<file path="config.mk">
export PLATFORM = sky130hd
export DESIGN_NAME = axi_grid_rsp_sched
export DESIGN_NICKNAME = d
export VERILOG_FILES = /design/src/rtl/axi_default_param_pkg.sv /design/src/rtl/axi_grid_rsp_sched_rr_arb2.sv /design/src/rtl/axi_grid_rsp_sched.sv
export SDC_FILE = /design/constraint.sdc
export NUM_CORES = 1
export LEC_CHECK = 0
export ABC_AREA = 1
export BUFFER_PORTS_ARGS = -buffer_cell sky130_fd_sc_hd__clkbuf_2
export CAP_MARGIN = 15
export CORE_UTILIZATION = 43
export CTS_CLUSTER_DIAMETER = 100
export DETAILED_ROUTE_END_ITERATION = 10
export PLACE_DENSITY_LB_ADDON = 0.2
export SLEW_MARGIN = 15
export SYNTH_ARGS = -nofsm -noshare
export SYNTH_HDL_FRONTEND = slang
export SYNTH_SLANG_ARGS = --single-unit
</file>
<file path="constraint.sdc">
create_clock -name clk_i -period 2.7 [get_ports clk_i]
set_input_delay 0.675 -clock clk_i [delete_from_list [all_inputs] [get_ports clk_i]]
set_output_delay 0.675 -clock clk_i [all_outputs]
set_load 0.02 [all_outputs]
</file>
<file path="src/rtl/axi_default_param_pkg.sv">
// Shared grid NI types: node ids, AXI B/R payloads, link flit, header and scheduler states.
// Latency: n/a (types and constants only).
// Backpressure: n/a.
// Header layout is {chan, src, dst} with chan in the MSB; the flit must be at least as wide
// as the header and both payload types.
package axi_default_param_pkg;

  localparam int unsigned GRID_ID_W  = 4;
  localparam int unsigned AXI_ID_W   = 4;
  localparam int unsigned AXI_DATA_W = 32;

  typedef logic [GRID_ID_W-1:0] grid_id_t;

  typedef enum logic {
    CH_B = 1'b0,
    CH_R = 1'b1
  } chan_e;

  typedef struct packed {
    chan_e    chan;
    grid_id_t src;
    grid_id_t dst;
  } grid_hdr_t;

  typedef struct packed {
    logic [AXI_ID_W-1:0] id;
    logic [1:0]          resp;
  } grid_b_chan_t;

  typedef struct packed {
    logic [AXI_ID_W-1:0]   id;
    logic [AXI_DATA_W-1:0] data;
    logic [1:0]            resp;
  } grid_r_chan_t;

  localparam int unsigned GRID_FLIT_W = 40;
  typedef logic [GRID_FLIT_W-1:0] grid_flit_t;

  typedef enum logic [1:0] {
    ST_IDLE   = 2'd0,
    ST_HDR    = 2'd1,
    ST_B_BODY = 2'd2,
    ST_R_BODY = 2'd3
  } sched_state_e;

endpackage

</file>
<file path="src/rtl/axi_grid_rsp_sched_rr_arb2.sv">
// Two-requester round-robin arbiter with lock; requester 0 may get strict priority.
// Latency: combinational grant; the last-grant pointer updates on the granting edge.
// Backpressure: lock_i high suppresses all grants and freezes the pointer.
// Ports: clk_i/arst_i clock and async active-high reset, req_i[1:0] requests,
//        lock_i grant inhibit, gnt_o[1:0] one-hot grant.
// Option macro: AXI_GRID_RSP_SCHED_B_PRIO_EN gives requester 0 strict priority.
module rr_arb2 (
  input  logic       clk_i,
  input  logic       arst_i,
  input  logic [1:0] req_i,
  input  logic       lock_i,
  output logic [1:0] gnt_o
);

  // 1 means requester 1 won last; reset value favours requester 0 on the first tie.
  logic last_q;

  always_comb begin
    gnt_o = 2'b00;
    if (!lock_i) begin
`ifdef AXI_GRID_RSP_SCHED_B_PRIO_EN
      if (req_i[0]) begin
        gnt_o = 2'b01;
      end else if (req_i[1]) begin
        gnt_o = 2'b10;
      end
`else
      case (req_i)
        2'b01:   gnt_o = 2'b01;
        2'b10:   gnt_o = 2'b10;
        2'b11:   gnt_o = last_q ? 2'b01 : 2'b10;
        default: gnt_o = 2'b00;
      endcase
`endif
    end
  end

  always_ff @(posedge clk_i or posedge arst_i) begin
    if (arst_i) begin
      last_q <= 1'b1;
    end else if (|gnt_o) begin
      last_q <= gnt_o[1];
    end
  end

endmodule

</file>
<file path="src/rtl/axi_grid_rsp_sched.sv">
// Packetises AXI B responses and R bursts onto one grid injection link, never interleaving packets.
// Latency: source valid in IDLE -> header valid next cycle; one idle bubble after each tail flit.
// Backpressure: flit_ready_i low holds state and flit; body source ready follows flit_ready_i.
// Ports: clk_i/arst_i clock and async active-high reset; b_* B response source; r_* R beat
//        source (r_dst_i sampled at grant only); flit_* link output with head/tail marks;
//        err_o sticky burst-guard flag (R burst exceeded MAX_R_BEATS without r_last_i).
// Option macro: AXI_GRID_RSP_SCHED_B_PRIO_EN gives B strict priority at packet boundaries.
module axi_grid_rsp_sched #(
  parameter type         grid_id_t     = axi_default_param_pkg::grid_id_t,
  parameter type         grid_b_chan_t = axi_default_param_pkg::grid_b_chan_t,
  parameter type         grid_r_chan_t = axi_default_param_pkg::grid_r_chan_t,
  parameter type         flit_t        = axi_default_param_pkg::grid_flit_t,
  parameter int unsigned NI_ID         = 0,
  parameter int unsigned MAX_R_BEATS   = 256
) (
  input  logic         clk_i,
  input  logic         arst_i,
  input  grid_b_chan_t b_i,
  input  grid_id_t     b_dst_i,
  input  logic         b_valid_i,
  output logic         b_ready_o,
  input  grid_r_chan_t r_i,
  input  grid_id_t     r_dst_i,
  input  logic         r_last_i,
  input  logic         r_valid_i,
  output logic         r_ready_o,
  output flit_t        flit_o,
  output logic         flit_head_o,
  output logic         flit_tail_o,
  output logic         flit_valid_o,
  input  logic         flit_ready_i,
  output logic         err_o
);

  import axi_default_param_pkg::*;

  localparam int unsigned ID_W   = $bits(grid_id_t);
  localparam int unsigned HDR_W  = 1 + 2 * ID_W;
  localparam int unsigned B_W    = $bits(grid_b_chan_t);
  localparam int unsigned R_W    = $bits(grid_r_chan_t);
  localparam int unsigned FLIT_W = $bits(flit_t);
  localparam int unsigned CNT_W  = (MAX_R_BEATS > 1) ? $clog2(MAX_R_BEATS) : 1;

  localparam grid_id_t         OWN_ID   = grid_id_t'(NI_ID);
  localparam logic [CNT_W-1:0] CNT_LAST = CNT_W'(MAX_R_BEATS - 1);

  if (FLIT_W < HDR_W || FLIT_W < B_W || FLIT_W < R_W) begin : g_flit_too_narrow
    $error("flit_t is narrower than the header or a payload type");
  end

  sched_state_e     state_q;
  chan_e            chan_q;
  logic [HDR_W-1:0] hdr_q;
  logic [CNT_W-1:0] beat_cnt_q;
  logic             err_q;

  logic [1:0]        gnt;
  logic              r_xfer;
  logic              beat_at_max;
  logic [B_W-1:0]    b_bits;
  logic [R_W-1:0]    r_bits;
  logic [FLIT_W-1:0] flit_d;

  assign b_bits = b_i;
  assign r_bits = r_i;

  // Arbitration only while idle, so a packet in flight can never be preempted.
  rr_arb2 u_arb (
    .clk_i  (clk_i),
    .arst_i (arst_i),
    .req_i  ({r_valid_i, b_valid_i}),
    .lock_i (state_q != ST_IDLE),
    .gnt_o  (gnt)
  );

  assign r_xfer      = (state_q == ST_R_BODY) && r_valid_i && flit_ready_i;
  assign beat_at_max = (beat_cnt_q == CNT_LAST);

  always_ff @(posedge clk_i or posedge arst_i) begin
    if (arst_i) begin
      state_q    <= ST_IDLE;
      chan_q     <= CH_B;
      hdr_q      <= '0;
      beat_cnt_q <= '0;
      err_q      <= 1'b0;
    end else begin
      case (state_q)
        ST_IDLE: begin
          if (gnt[0]) begin
            chan_q  <= CH_B;
            hdr_q   <= {CH_B, OWN_ID, b_dst_i};
            state_q <= ST_HDR;
          end else if (gnt[1]) begin
            chan_q  <= CH_R;
            hdr_q   <= {CH_R, OWN_ID, r_dst_i};
            state_q <= ST_HDR;
          end
        end
        ST_HDR: begin
          if (flit_ready_i) begin
            state_q <= (chan_q == CH_B) ? ST_B_BODY : ST_R_BODY;
          end
        end
        ST_B_BODY: begin
          if (b_valid_i && flit_ready_i) begin
            state_q <= ST_IDLE;
          end
        end
        ST_R_BODY: begin
          if (r_xfer) begin
            if (r_last_i) begin
              state_q    <= ST_IDLE;
              beat_cnt_q <= '0;
            end else if (beat_at_max) begin
              // Overlong burst: close this packet here; the rest of the burst
              // re-arbitrates and goes out under a fresh header.
              state_q    <= ST_IDLE;
              beat_cnt_q <= '0;
              err_q      <= 1'b1;
            end else begin
              beat_cnt_q <= beat_cnt_q + CNT_W'(1);
            end
          end
        end
        default: state_q <= ST_IDLE;
      endcase
    end
  end

  // Output decode is purely from state plus the active body source, so an async
  // reset drops every output in the same cycle.
  always_comb begin
    flit_d       = '0;
    flit_valid_o = 1'b0;
    flit_head_o  = 1'b0;
    flit_tail_o  = 1'b0;
    b_ready_o    = 1'b0;
    r_ready_o    = 1'b0;
    case (state_q)
      ST_HDR: begin
        flit_d       = FLIT_W'(hdr_q);
        flit_valid_o = 1'b1;
        flit_head_o  = 1'b1;
      end
      ST_B_BODY: begin
        flit_d       = FLIT_W'(b_bits);
        flit_valid_o = b_valid_i;
        b_ready_o    = flit_ready_i;
        flit_tail_o  = 1'b1;
      end
      ST_R_BODY: begin
        flit_d       = FLIT_W'(r_bits);
        flit_valid_o = r_valid_i;
        r_ready_o    = flit_ready_i;
        flit_tail_o  = r_last_i | beat_at_max;
      end
      default: ;
    endcase
  end

  assign flit_o = flit_t'(flit_d);
  assign err_o  = err_q;

endmodule
</file>
Word-level counts from Yosys, hierarchy flattened --
Index checks and enable logic that the tools add are counted.
Word-level totals: register bits after elaboration 22, input port bits 58, output and inout bits 46
Operators by class: add/sub/neg operators 1, eq/ne operators 12, multiplexer cells 24, bitwise operators 2, reductions and logical operators 11
Operators with widths (number):
- $pmux W38 S3 | 1
- $mux W2 | 9
- $mux W9 | 2
- $mux W8 | 2
- $add A8 B1 Y8 const B | 1
- $eq A2 B2 Y1 const B | 4
- $eq A8 B8 Y1 const B | 1
- $pmux W2 S4 | 1
- $mux W1 | 6
- $ne A2 B2 Y1 const B | 3
- $ne A3 B3 Y1 const B | 2
- $pmux W2 S3 | 1
- $reduce_and A5 Y1 | 1
- $eq A2 B1 Y1 const B | 2
- $reduce_and A2 Y1 | 2
- $reduce_and A4 Y1 | 1
- $reduce_bool A2 Y1 | 2
- $logic_and A1 B1 Y1 | 3
- $pmux W1 S3 | 1
- $logic_not A2 Y1 | 1
- $pmux W1 S2 | 1
- $reduce_or A2 Y1 | 1
- $not A1 Y1 | 1
- $or A1 B1 Y1 | 1

Longest topological paths before layout --
depth in word-level cells 6, mapped depth 9, gate-level depth less buffers 8

Hierarchy --
From an unflattened synthesis, not the netlist that was laid out.
Unflattened totals: cells, all modules 241, area, all modules 1462.7 sq um
By module, submodules not included:
- axi_grid_rsp_sched | instances 1, cells an instance 230, area an instance 1392.6 sq um
- rr_arb2 | instances 1, cells an instance 11, area an instance 70.1 sq um

Worst setup path before layout --
Ideal clock, no wire load.
path kind flip-flop to output port, start point reg beat_cnt_q[1], end point out flit_tail_o, arrival 1.434 ns, data required time 2.025 ns, path slack 0.591 ns, cell stages (with the launch flop) 8, path buffers 0, cells stage by stage dfrtp_1 -> ha_1 -> nand2_1 -> nor2_1 -> nand2_1 -> nand2_1 -> inv_1 -> o21ai_0
Between the ends: longest elaborated chain between the ends 3
RTL lines:
- start: declaration | line axi_grid_rsp_sched.sv:54 | logic [CNT_W-1:0] beat_cnt_q;
- start signal: assignment | line axi_grid_rsp_sched.sv:121 | beat_cnt_q <= beat_cnt_q + CNT_W'(1);
- $eq A8 B8 Y1 | line axi_grid_rsp_sched.sv:77 | assign beat_at_max = (beat_cnt_q == CNT_LAST);
- $or A1 B1 Y1 | line axi_grid_rsp_sched.sv:155 | flit_tail_o = r_last_i | beat_at_max;
- $pmux W1 S2 | line axi_grid_rsp_sched.sv:139 | case (state_q)
- end: declaration | line axi_grid_rsp_sched.sv:29 | output logic flit_tail_o,
No other way between the ends.

Worst setup path after layout --
Same ends and word-level chain as after synthesis.

==> impl_metrics.csv <==
group,metric,value,unit
sta,fin_skew,0.00694,ns
power_and_ir_drop,leakage,1.29,nW
critical_path,cpMaxStageDelayCell,"dfrtp_1",
clock_tree,cts.repair.resized,0,
clock_tree,cts_setup_buffers,0,
place,port_buffers,101,
sta,fin_hold_ws,0.422,ns
min_path,hold_class,"in -> async",
sta,grt_setup_unrepaired,"no",
synth,ys_seq_elements,17,
critical_path,cp-end-kind,"output port",
global_routing,overflow,0,
synth,ys_warn_count,0,
detailed_routing,vias,1613,
critical_path,cp.required,2.03,ns
sta,period_share,90.8,%
detailed_routing,wl,3490,um
clock_tree,cts.reportedPaths.clkPinSlew,0.10,ns
power_and_ir_drop,ir_drop,0.000598,V
die,core-area,0.00288,mm^2
critical_path,setup.worst_path.class,"reg -> out",
critical_path,crit_arrival,1.78,ns
global_routing,grt_max_degree,19,
global_routing,grt_pass1_wl,5560,um
detailed_routing,vias_per_cell,4.38,
layout,syn_to_final_growth,40.7,%
clock_tree,numClockSinks,17,
sta,max_slew_margin,57.5,%
power_and_ir_drop,total_power,0.00147,W
sta,tightest_slew,0.636,ns
place,hpwl,2860,um
synth,synth_cells,226,
die,die_height,58.1,um
global_routing,track_usage,21.3,%
detailed_routing,drcViolationCount,0,
die,dieArea,0.00337,mm^2
clock_tree,hold_buffers,0,
die,die_x,58.1,um
global_routing,grt_pass1_vias,1366,
clock_tree,clockRootBuffer,"clkbuf_4",
critical_path,worstPathCellList,"ha_1 > nand2_1 > nor2_1 > nand2_1 > nand2_1 > inv_1 > o21ai_0 > clkbuf_2",
clock_tree,cts_tree,"built",
sta,max_freq,408,MHz
sta,tns,0,ns
sta,fin_crit,2.45,ns
synth,ys_types,26,
layout,antennaDiodeCount,0,
run,maxCapViolations,0,
critical_path,path_max_fanout,3,
layout,drive_gt1_share,34.7,%
sta,finalHoldViolCount,0,
die,row_count,19,
detailed_routing,drt_pass1_iterations,4,
sta,drv_slew,0,
run_status,status,"completed",
critical_path,startpoint_type,"flip-flop",
detailed_routing,postRouteAntennaNets,0,
place,place.gp.congestion,0.872,
die,ios,104,
detailed_routing,drt_iter0_drc,42,
critical_path,cp_slowest_stage_delay,0.37,ns
global_routing,antenna_found_initial,0,
synth,synth.avg_cell_area,5.98,um^2
detailed_routing,routedWlPerCell,9.48,um
clock_tree,clock_latency,0.30,ns
synth,syn_area,0.00135,mm^2
clock_tree,cts_buffers,3,
sta,setup_viol,0,
layout,final_nets,386,
synth,yosysSeqAreaShare,31.5,%
clock_tree,htreeDepth,1,
power_and_ir_drop,power_density,775,mW/mm^2
clock_tree,clock_path_buffers,2,
die,start_util,47.0,%
critical_path,cpMostUsedCell,"nand2_1",
[placed cells by master, fill, tap and decap left out, drive strengths merged]
master,instances
conb,2
nand4,4
buf,1
o21bai,1
o22ai,1
dfstp,1
nand3,14
a21oi,2
xor2,2
nor2,46
clkbuf,105
o211ai,1
o21ai,17
ha,1
a31oi,1
dfrtp,16
inv,58
nand2,51
a22o,2
[through the flow]
| step | cells | setup slack [ns] | utilization (%) | cell area, um^2 |
|---|---|---|---|---|
| final | 368 | 0.248 | 66.2 | 1900 |
| after floorplan | 227 | 0.591 | - | 1360 |
| after CTS | 368 | 0.236 | 66.2 | 1900 |
| after detailed placement | 364 | 0.582 | 65.2 | 1880 |
| after global routing | 368 | 0.0801 | 66.2 | 1900 |
| after global placement | 364 | 0.618 | 65.2 | 1880 |
[state kept, by name (all words and copies together), names as in the netlist]
signal	count
state_q	2
beat_cnt_q	8
err_o	1
u_arb.last_q	1
hdr_q	5
[critical path, delay by kind of cell (launching register included)]
| family | cells | cell delay [ns] |
|---|---|---|
| flops | 1 | 0.37 |
| fa+ha+maj | 1 | 0.19 |
| compound gates | 1 | 0.18 |
| buf+inv | 2 | 0.28 |
| simple gates | 4 | 0.45 |
[synthesized netlist by cell type]
cell | count | area, um^2
inv_1 | 57 | 214
nand2_1 | 50 | 188
nor2_1 | 43 | 161
dfrtp_1 | 16 | 400
o21ai_0 | 15 | 75.1
nand3_1 | 12 | 60.1
nand4_1 | 4 | 25.0
buf_4 | 3 | 22.5
clkbuf_1 | 3 | 11.3
a21oi_1 | 2 | 10.0
a22o_1 | 2 | 17.5
nand3_2 | 2 | 20.0
nor2_4 | 2 | 22.5
o21ai_1 | 2 | 10.0
xor2_1 | 2 | 17.5
a31oi_1 | 1 | 6.26
buf_6 | 1 | 11.3
conb_1 | 1 | 3.75
dfstp_2 | 1 | 26.3
ha_1 | 1 | 12.5
inv_2 | 1 | 3.75
nand2_2 | 1 | 6.26
nor2_2 | 1 | 6.26
o211ai_1 | 1 | 7.51
o21bai_1 | 1 | 7.51
o22ai_1 | 1 | 6.26
[layer usage]
layer  up-vias  part of all wire [%]  global-route usage, %
met5         -                     0                      0
met4         0                   2.1                   10.2
met3         7                   7.4                   2.46
met1       673                    44                   25.7
met2        66                    47                   37.6
li1        867                     -                      -
[final cells by class]
cell class	instances	area [um^2]
fill	276	973
multi-input combinational	145	667
timing repair buffer	102	513
sequential	17	427
inverter	58	218
tap	42	52.6
clock buffer	4	26.3
[kinds of logic after synthesis]
| family | Yosys count | synth area share (%) |
|---|---|---|
| simple gates | 115 | 36.2 |
| other cells | 1 | 0.277 |
| fa+ha+maj | 1 | 0.925 |
| flops | 17 | 31.5 |
| compound gates | 25 | 10.4 |
| xor+xnor | 2 | 1.30 |
| buf+inv | 65 | 19.4 |
[power breakdown]
part           internal [W]  switching (W)
sequential         0.000351      0.0000690
clock             0.0000576      0.0000833
combinational      0.000300       0.000613
total              0.000709       0.000765
[worst paths after layout]
kind / endpoint / from / slack (ns) / cells after the start
worst max-delay path: flit_tail_o / beat_cnt_q[1]$_DFFE_PP0P_ / 0.25 / 8
worst min-delay path: state_q[1]$_DFFE_PP0P_ / arst_i / 0.42 / 2
worst max register to register: state_q[1]$_DFFE_PP0P_ / state_q[1]$_DFFE_PP0P_ / 1.08 / 8
worst min register to register: hdr_q[1]$_DFFE_PP0P_ / hdr_q[1]$_DFFE_PP0P_ / 0.50 / 2
max in group asynchronous: beat_cnt_q[4]$_DFFE_PP0P_ / arst_i / 1.86 / 2
min in group clk_i: hdr_q[1]$_DFFE_PP0P_ / hdr_q[1]$_DFFE_PP0P_ / 0.50 / 2
Power figures use the tool's default switching activity.
